--- config.mk ---
export PLATFORM = sky130hd
export DESIGN_NAME = sindoku_check_ctrl
export DESIGN_NICKNAME = d
export VERILOG_FILES = /design/src/rtl/sindoku_check_ctrl.sv
export SDC_FILE = /design/constraint.sdc
export NUM_CORES = 1
export LEC_CHECK = 0
export ABC_AREA = 1
export BUFFER_PORTS_ARGS = -buffer_cell sky130_fd_sc_hd__buf_2
export CORE_MARGIN = 5
export CORE_UTILIZATION = 54
export DETAILED_ROUTE_END_ITERATION = 6
export MAX_ROUTING_LAYER = met4
export PLACE_DENSITY = 0.8
export SYNTH_ARGS = -nofsm -noshare
export SYNTH_HDL_FRONTEND = slang
export SYNTH_SLANG_ARGS = --single-unit
--- constraint.sdc ---
create_clock -name clk_i -period 2.5 [get_ports clk_i]
set_clock_uncertainty 0.15 [all_clocks]
set_input_delay 0.25 -clock clk_i [delete_from_list [all_inputs] [get_ports clk_i]]
set_output_delay 0.25 -clock clk_i [all_outputs]
set_load 0.005 [all_outputs]
--- src/rtl/sindoku_check_ctrl.sv ---
// Sudoku board checker controller.
// In IDLE it grants user cell writes to the puzzle RAM. On Start it scans all
// 81 cells, compares each RAM cell with the solution ROM one cycle later, and
// reports the mismatch count and the first mismatching cell.
module sindoku_check_ctrl (
    input  logic       clk_i,
    input  logic       rst_i,
    input  logic       start_i,
    input  logic       abort_i,
    input  logic       ack_i,
    input  logic       wr_req_i,
    input  logic [3:0] wr_row_i,
    input  logic [3:0] wr_col_i,
    input  logic [3:0] wr_val_i,
    output logic       wr_gnt_o,
    output logic [6:0] ram_addr_o,
    output logic       ram_we_o,
    output logic [3:0] ram_wdata_o,
    input  logic [3:0] ram_rdata_i,
    input  logic [3:0] sol_data_i,
    output logic       q_idle_o,
    output logic       q_scan_o,
    output logic       q_drain_o,
    output logic       q_done_o,
    output logic       correct_o,
    output logic       incorrect_o,
    output logic [6:0] err_count_o,
    output logic [3:0] first_err_row_o,
    output logic [3:0] first_err_col_o
);

    typedef enum logic [1:0] {ST_IDLE, ST_SCAN, ST_DRAIN, ST_DONE} state_e;

    localparam logic [6:0] LAST_CELL = 7'd80;
    localparam logic [3:0] NO_CELL   = 4'hF;

    state_e     state_q, state_d;
    logic [6:0] idx_q;
    logic [3:0] scan_row_q, scan_col_q;
    logic       cmp_valid_q;
    logic [3:0] cmp_row_q, cmp_col_q;
    logic [6:0] err_count_q;
    logic [3:0] first_row_q, first_col_q;

    logic       wr_in_range, wr_gnt, start_acc, abort_acc, mismatch;
    logic [6:0] wr_addr;

    assign wr_in_range = (wr_row_i <= 4'd8) && (wr_col_i <= 4'd8);
    assign wr_gnt      = (state_q == ST_IDLE) && wr_req_i && wr_in_range;
    // A granted write takes priority over Start in the same cycle.
    assign start_acc   = (state_q == ST_IDLE) && start_i && !wr_gnt;
    assign abort_acc   = ((state_q == ST_SCAN) || (state_q == ST_DRAIN)) && abort_i;
    assign wr_addr     = {3'b000, wr_row_i} * 7'd9 + {3'b000, wr_col_i};
    // An empty cell never matches, even if the solution were somehow 0.
    assign mismatch    = (ram_rdata_i == 4'd0) || (ram_rdata_i != sol_data_i);

    // State register.
    always_ff @(posedge clk_i or posedge rst_i) begin
        // NOTE: sequential state uses non-blocking assignments so every
        // register samples pre-edge values regardless of block ordering.
        if (rst_i) state_q <= ST_IDLE;
        else       state_q <= state_d;
    end

    // Next-state logic.
    always_comb begin
        // NOTE: default assignment first so no path leaves state_d unassigned
        // (which would infer a latch).
        state_d = state_q;
        case (state_q)
            ST_IDLE:  if (start_acc) state_d = ST_SCAN;
            ST_SCAN: begin
                if (abort_i)                 state_d = ST_IDLE;
                else if (idx_q == LAST_CELL) state_d = ST_DRAIN;
            end
            ST_DRAIN: state_d = abort_i ? ST_IDLE : ST_DONE;
            ST_DONE:  if (ack_i) state_d = ST_IDLE;
            default:  state_d = ST_IDLE;
        endcase
    end

    // Outputs: one-hot state flags, RAM port muxing, result flags.
    always_comb begin
        q_idle_o    = (state_q == ST_IDLE);
        q_scan_o    = (state_q == ST_SCAN);
        q_drain_o   = (state_q == ST_DRAIN);
        q_done_o    = (state_q == ST_DONE);
        ram_addr_o  = 7'd0;
        ram_we_o    = 1'b0;
        ram_wdata_o = 4'd0;
        wr_gnt_o    = 1'b0;
        correct_o   = 1'b0;
        incorrect_o = 1'b0;
        case (state_q)
            ST_IDLE: begin
                if (wr_gnt) begin
                    ram_addr_o  = wr_addr;
                    ram_we_o    = 1'b1;
                    ram_wdata_o = wr_val_i;
                    wr_gnt_o    = 1'b1;
                end
            end
            ST_SCAN: ram_addr_o = idx_q;
            ST_DONE: begin
                correct_o   = (err_count_q == 7'd0);
                incorrect_o = (err_count_q != 7'd0);
            end
            default: ;
        endcase
    end

    // Scan counters and compare pipeline; the compare runs one cycle behind the address.
    always_ff @(posedge clk_i or posedge rst_i) begin
        if (rst_i) begin
            idx_q       <= 7'd0;
            scan_row_q  <= 4'd0;
            scan_col_q  <= 4'd0;
            cmp_valid_q <= 1'b0;
            cmp_row_q   <= 4'd0;
            cmp_col_q   <= 4'd0;
            err_count_q <= 7'd0;
            first_row_q <= NO_CELL;
            first_col_q <= NO_CELL;
        end else begin
            cmp_valid_q <= (state_q == ST_SCAN) && !abort_i;
            cmp_row_q   <= scan_row_q;
            cmp_col_q   <= scan_col_q;
            if (start_acc || abort_acc) begin
                idx_q       <= 7'd0;
                scan_row_q  <= 4'd0;
                scan_col_q  <= 4'd0;
                err_count_q <= 7'd0;
                first_row_q <= NO_CELL;
                first_col_q <= NO_CELL;
            end else begin
                if (state_q == ST_SCAN) begin
                    idx_q <= idx_q + 7'd1;
                    if (scan_col_q == 4'd8) begin
                        scan_col_q <= 4'd0;
                        scan_row_q <= scan_row_q + 4'd1;
                    end else begin
                        scan_col_q <= scan_col_q + 4'd1;
                    end
                end
                if (cmp_valid_q && mismatch) begin
                    err_count_q <= err_count_q + 7'd1;
                    if (first_row_q == NO_CELL) begin
                        first_row_q <= cmp_row_q;
                        first_col_q <= cmp_col_q;
                    end
                end
            end
        end
    end

    assign err_count_o     = err_count_q;
    assign first_err_row_o = first_row_q;
    assign first_err_col_o = first_col_q;

endmodule

==> impl_metrics.yaml, run 1 <==
detailed_routing:
  via_count: 2348
  avgRoutedWirePerCell_um: 12.1
  drt_pass1_iterations: 6
  route.detailed.drc: 0
  wl_mm: 5.73
  drt_iter0_drc: 106
  vias_per_cell: 4.96
  ant_nets: 0
final_layout:
  fill_cells: 412
  final_nets: 454
  layout-drive-gt1-share_pct: 21.7
  seq_area_um2: 1040
  diodes: 0
  syn_to_final_growth_pct: 17.6
  multiInputGateArea_um2: 1380
  fin_area_um2: 3130
floorplanning:
  pin_count: 60
  die_x_um: 80.2
  die_h_um: 80.2
  rows: 25
  initial_utilization_pct: 56.0
  dieArea_um2: 6430
  core_area_um2: 4750
grt:
  grt_use_total_pct: 19.1
  grt_pass1_vias: 2218
  antenna_found_initial: 0
  grt_max_degree: 42
  grt_remaining_overflow: 0
  grt_pass1_wl_mm: 9.63
clock_network:
  cts_setup_buffers: 0
  cts_tree: "built"
  h-tree-depth: 2
  clkTransAtPathRegs_ns: 0.08
  clock_latency_ns: 0.29
  cts_buffers: 5
  clk_path_buf_depth: 2
  clock-sinks: 41
  cts-root-buf: "clkbuf_8"
worst_setup_path:
  worstPathMaxFanout: 3
  regToRegStartpoint: "state_q[1]"
  critPathKind: "in -> out"
  startpoint: "wr_row_i[1]"
  critPathArrivalTime_ns: 1.95
  start_kind: "primary input"
  worstPathRequired_ns: 2.10
  end_kind: "output pin"
synth:
  async_flop_share_pct: 100
  synth_enable_flop_cells: 0
  synth_most_common_cell: "nand2_1"
  synthTopCellsByArea: "dfrtp_1, nand2_1, ha_1, dfstp_2, inv_1"
  synth_area_um2: 2660
  synth_area_per_cell_um2: 7.76
  synth_common_cells: "nand2_1, inv_1, nor2_1"
  yosysWarnings: 0
  yosys.area.top_type: "dfrtp_1"
  synth_flop_cell: "dfrtp_1"
  netlist.area_leader.share_pct: 31.0
  synth-seq-cells: 41
  synthCells: 343
  synth.net_count: 392
  synth_cell_type_count: 30
  yosysSeqAreaShare_pct: 38.9
timing:
  fin_setup_tns_ns: 0
  period_share_pct: 93.9
  slew_viol_final: 0
  rsz0062_at_grt: "no"
  timing.fmax_ghz: 0.426
  slew_headroom_pct: 66.6
  finalSetupViolations: 0
  setup_slack_ns: 0.153
  tightest_slew_ns: 0.502
  period_minus_slack_ns: 2.35
  hold_viol: 0
worst_hold_path:
  min-delay-path-class: "in -> reg"
  min_from: "abort_i"
place:
  post-place-ws_ns: 0.127
  io_buffer_count: 59
  place.gp.congestion: 0.844
  hpwl_mm: 4.32
  placed_area_um2: 3010
power_and_ir_drop:
  powerDensity_nw_per_um2: 863
  leakage_nw: 1.82
  peakVddDrop_v: 0.000478
outcome:
  run_status: "complete, no violations"
flow_run:
  cap_violations: 0
[through the flow]
stage	utilization, %	hold WS (ns)	power (mW)	cells
6_report	65.8	0.0353	2.70	473
4_1_cts	65.6	0.0319	2.72	473
5_1_grt	65.8	0.0335	2.94	473
3_3_place_gp	63.3	0.248	2.22	464
3_5_place_dp	63.3	0.252	2.26	464
2_1_floorplan	-	0.178	1.91	343
[worst paths after layout]
kind	to	slack, ns	cells after the start
min	cmp_valid_q	0.04	2
max in group asynchronous	first_err_col_o[1]	1.36	4
min in group asynchronous	err_count_o[2]	0.47	4
min reg2reg	cmp_row_q[3]	0.27	0
max	ram_addr_o[5]	0.15	13
max reg2reg	first_err_col_o[1]	0.32	10
[logic make-up after synthesis]
group	Yosys count	share of synthesized area [%]
buf+inv	61	9.54
fa+ha+maj	23	11.1
compound gates	23	5.59
simple gates	183	30.9
xor+xnor	12	3.95
flops	41	38.9
[metal layers]
layer | global-route usage [%] | share of wire [%] | wire length, um
met2 | 34.9 | 51 | 2930
met5 | - | 0 | 0
met1 | 22.0 | 44 | 2530
met4 | 3.55 | 0.77 | 44
met3 | 3.36 | 3.9 | 225
[registers in the layout (all words and copies together), names as in the netlist]
register and cells:
idx_q 7, err_count_o 7, cmp_col_q 4, scan_col_q 4
first_err_row_o 4, cmp_row_q 4, scan_row_q 4, cmp_valid_q 1
state_q 2, first_err_col_o 4
[layout make-up]
type	count	share of cell area, %
Multi-Input combinational cell	241	44.2
Sequential cell	41	33.1
Timing Repair Buffer	64	10.7
Inverter	52	6.24
Tap cell	67	2.68
Clock buffer	6	2.64
Clock inverter	2	0.440
[power breakdown]
group / internal [mW] / switching [mW] / leakage [nW]
logic: 0.469 / 0.761 / 1.24
registers: 0.885 / 0.134 / 0.531
clock network: 0.224 / 0.229 / 0.0512
total: 1.58 / 1.12 / 1.82
[placed cells by master, fill, tap and decap left out, types with 2 or more instances in the layout]
cell        n
nand2_1    93
buf_2      59
inv_1      51
nor2_1     34
dfrtp_1    33
nand3_1    32
ha_1       21
nand3b_1   11
xor2_1      8
dfstp_2     8
o21ai_0     6
a21oi_1     6
clkbuf_8    6
xnor2_1     4
nor3_1      4
o2111ai_1   4
buf_4       4
nand4_1     3
nand2_4     2
o21bai_1    2
o22ai_1     2
[worst max-delay path, stage by stage]
cell	delay, ns
buf_2	0.12
ha_1	0.27
ha_1	0.17
inv_1	0.06
fa_1	0.35
inv_1	0.07
nand2_1	0.07
nand2_1	0.06
nand2_1	0.06
nand2_1	0.08
xor2_1	0.15
o22ai_1	0.09
buf_2	0.15
[repair_timing]
item | CTS | global route
hold buffers | 1 | 0
hold endpoints to repair | 33 | 0
setup endpoints to repair | 0 | 3
resized for setup | 0 | 2
No activity file was read; power rests on OpenSTA's default activity.
==> run 2: changes to the inputs <==
--- a/config.mk
+++ b/config.mk
@@ -5,13 +5,11 @@
 export SDC_FILE = /design/constraint.sdc
 export NUM_CORES = 1
 export LEC_CHECK = 0
-export ABC_AREA = 1
 export BUFFER_PORTS_ARGS = -buffer_cell sky130_fd_sc_hd__buf_2
 export CORE_MARGIN = 5
-export CORE_UTILIZATION = 54
+export CORE_UTILIZATION = 35
 export DETAILED_ROUTE_END_ITERATION = 6
 export MAX_ROUTING_LAYER = met4
-export PLACE_DENSITY = 0.8
 export SYNTH_ARGS = -nofsm -noshare
 export SYNTH_HDL_FRONTEND = slang
 export SYNTH_SLANG_ARGS = --single-unit
==> run 2 against run 1 <==
Against the previous run:
- cell count shrank 7.2%
- flip-flop and latch count is the same
- critical path depth shrank 4
- sequential share of layout area shrank 0.94 points
- critical endpoint unchanged
==> impl_metrics.yaml, run 2 <==
outcome:
  run_status: "complete, no violations"
synth:
  synth_area_per_cell_um2: 9.54
  yosysWarnings: 0
  synthCells: 269
  synth_flop_cell: "dfrtp_1"
  yosys.area.top_type: "dfrtp_1"
  synth_area_um2: 2570
  synth_most_common_cell: "dfrtp_1"
  synth_enable_flop_cells: 0
  yosysSeqAreaShare_pct: 40.4
  async_flop_share_pct: 100
  synth_common_cells: "dfrtp_1, ha_1, inv_1, nor2_1, nand2_1"
  netlist.area_leader.share_pct: 32.2
  synth_cell_type_count: 50
  synth.net_count: 318
  synthTopCellsByArea: "dfrtp_1, ha_1, dfstp_2, mux2i_1, inv_1"
  synth-seq-cells: 41
grt:
  grt_use_total_pct: 14.5
  antenna_found_initial: 0
  grt_max_degree: 42
  grt_remaining_overflow: 0
  grt_pass1_wl_mm: 10.1
  grt_pass1_vias: 2193
detailed_routing:
  ant_nets: 0
  wl_mm: 6.05
  avgRoutedWirePerCell_um: 13.8
  drt_pass1_iterations: 4
  route.detailed.drc: 0
  drt_iter0_drc: 114
  vias_per_cell: 5.06
  via_count: 2220
timing:
  slew_viol_final: 0
  timing.fmax_ghz: 0.414
  fin_setup_tns_ns: 0
  setup_slack_ns: 0.0843
  slew_headroom_pct: 65.0
  tightest_slew_ns: 0.524
  finalSetupViolations: 0
  period_share_pct: 96.6
  hold_viol: 0
  period_minus_slack_ns: 2.42
floorplanning:
  core_area_um2: 7210
  die_h_um: 95.6
  die_x_um: 95.6
  rows: 31
  initial_utilization_pct: 35.6
  dieArea_um2: 9140
  pin_count: 60
power_and_ir_drop:
  p_sw_share_pct: 36.8
  internal_power_mw: 1.56
  power_frac_comb_pct: 41.8
  p_switching_mw: 0.911
  peakVddDrop_v: 0.000288
  powerDensity_nw_per_um2: 768
  clock_power_share_pct: 19.3
  pwr-share-seq_pct: 38.8
  leakage_nw: 1.55
worst_setup_path:
  critPathKind: "in -> out"
  cpMostUsedCell: "ha_4"
  regToRegStartpoint: "state_q[1]"
  slowest_delay_ns: 0.30
  path_cells: "buf_2 -> ha_4 -> ha_4 -> ha_4 -> nor2b_1 -> o21a_1 -> or3_1 -> a32o_1 -> buf_2"
  start_kind: "primary input"
  crit_slowest_cell: "or3_1"
  worstPathRequired_ns: 2.10
  r2r_slack_ns: 0.55
  startpoint: "wr_row_i[0]"
  critPathArrivalTime_ns: 2.02
  worstPathMaxFanout: 2
  end_kind: "output pin"
worst_hold_path:
  min-delay-path-class: "in -> reg"
  min_from: "abort_i"
final_layout:
  diodes: 0
  final_cell_mix: "buf_2, dfrtp_1, nor2_1"
  syn_to_final_growth_pct: 25.5
  final_util_pct: 44.7
  fin_area_um2: 3220
  final_cells: 439
  final_nets: 388
  layout-drive-gt1-share_pct: 31.5
  final_common_cell: "buf_2"
place:
  hpwl_mm: 4.46
  place.gp.congestion: 0.815
  io_buffer_count: 59
  post-place-ws_ns: -0.0818
  placed_area_um2: 3000
  placedCellCount: 426
clock_network:
  cts-root-buf: "clkbuf_8"
  clk_path_buf_depth: 2
  clkTransAtPathRegs_ns: 0.07
  cts_buffers: 5
  clock_latency_ns: 0.30
  clock-sinks: 41
  h-tree-depth: 2
  cts_tree: "built"
flow_run:
  cap_violations: 0
[run 2: metrics by stage]
step | hold slack, ns | power [mW]
global route | 0.0383 | 2.68
detailed placement | 0.236 | 1.96
floorplan | 0.166 | 1.62
finish | 0.0370 | 2.47
CTS | 0.0330 | 2.45
global placement | 0.232 | 1.95
[run 2: layer usage]
metal	global-route usage [%]	part of all wire [%]	vias up
li1	-	-	1097
met1	18.0	45	1059
met2	23.6	48	58
met3	3.00	4.9	6
met4	4.38	1.3	0
met5	-	0	-
[run 2: power groups by stage]
| stage | Sequential (mW) | Clock [mW] | Combinational [mW] |
|---|---|---|---|
| floorplan | 0.947 | 0 | 0.673 |
| global placement | 0.971 | 0 | 0.976 |
| detailed placement | 0.972 | 0 | 0.990 |
| CTS | 0.960 | 0.491 | 1.00 |
| global route | 0.982 | 0.521 | 1.18 |
| finish | 0.961 | 0.478 | 1.03 |
[run 2: worst max-delay path, delay by kind of cell]
family	cells	cell delay, ns
compound gates	2	0.41
simple gates	2	0.42
buf+inv	2	0.24
fa+ha+maj	3	0.70
[run 2: cell type report]
| type | count | area, um2 |
|---|---|---|
| clock inverter | 1 | 5.00 |
| fill | 741 | 3990 |
| inverter | 23 | 90.1 |
| multi-input combinational | 195 | 1470 |
| timing repair buffer | 73 | 403 |
| clock buffer | 7 | 96.3 |
| tap | 99 | 124 |
| sequential | 41 | 1040 |
[run 2: worst paths after layout]
| kind | to | depth (start not counted) |
|---|---|---|
| setup / recovery | ram_addr_o[5] | 9 |
| hold / removal | cmp_valid_q | 2 |
| setup reg to reg | state_q[0] | 5 |
| hold reg to reg | cmp_row_q[3] | 0 |
| max in group asynchronous | first_err_col_o[0] | 4 |
| min in group asynchronous | cmp_row_q[2] | 4 |
[run 2: cell families (layout without fill, tap and decap cells)]
family | count (synthesis) | in the layout | share of synthesized area, %
and+or+nand+nor | 92 | 92 | 18.1
AOI/OAI and AO/OA | 56 | 56 | 16.0
DFF | 41 | 41 | 40.4
buffers and inverters | 33 | 104 | 5.31
adders and majority gates | 23 | 23 | 11.5
xor gates and xnor gates | 14 | 14 | 4.78
muxes | 10 | 10 | 3.95
[run 2: timing repair]
| item | 4_1_cts | 5_1_grt |
|---|---|---|
| hold buffers | 1 | 0 |
| hold endpoints to repair | 33 | 0 |
| pin swaps | 1 | 2 |
| setup endpoints to repair | 2 | 3 |
| setup buffers | 0 | 4 |
| gates resized for setup | 2 | 12 |
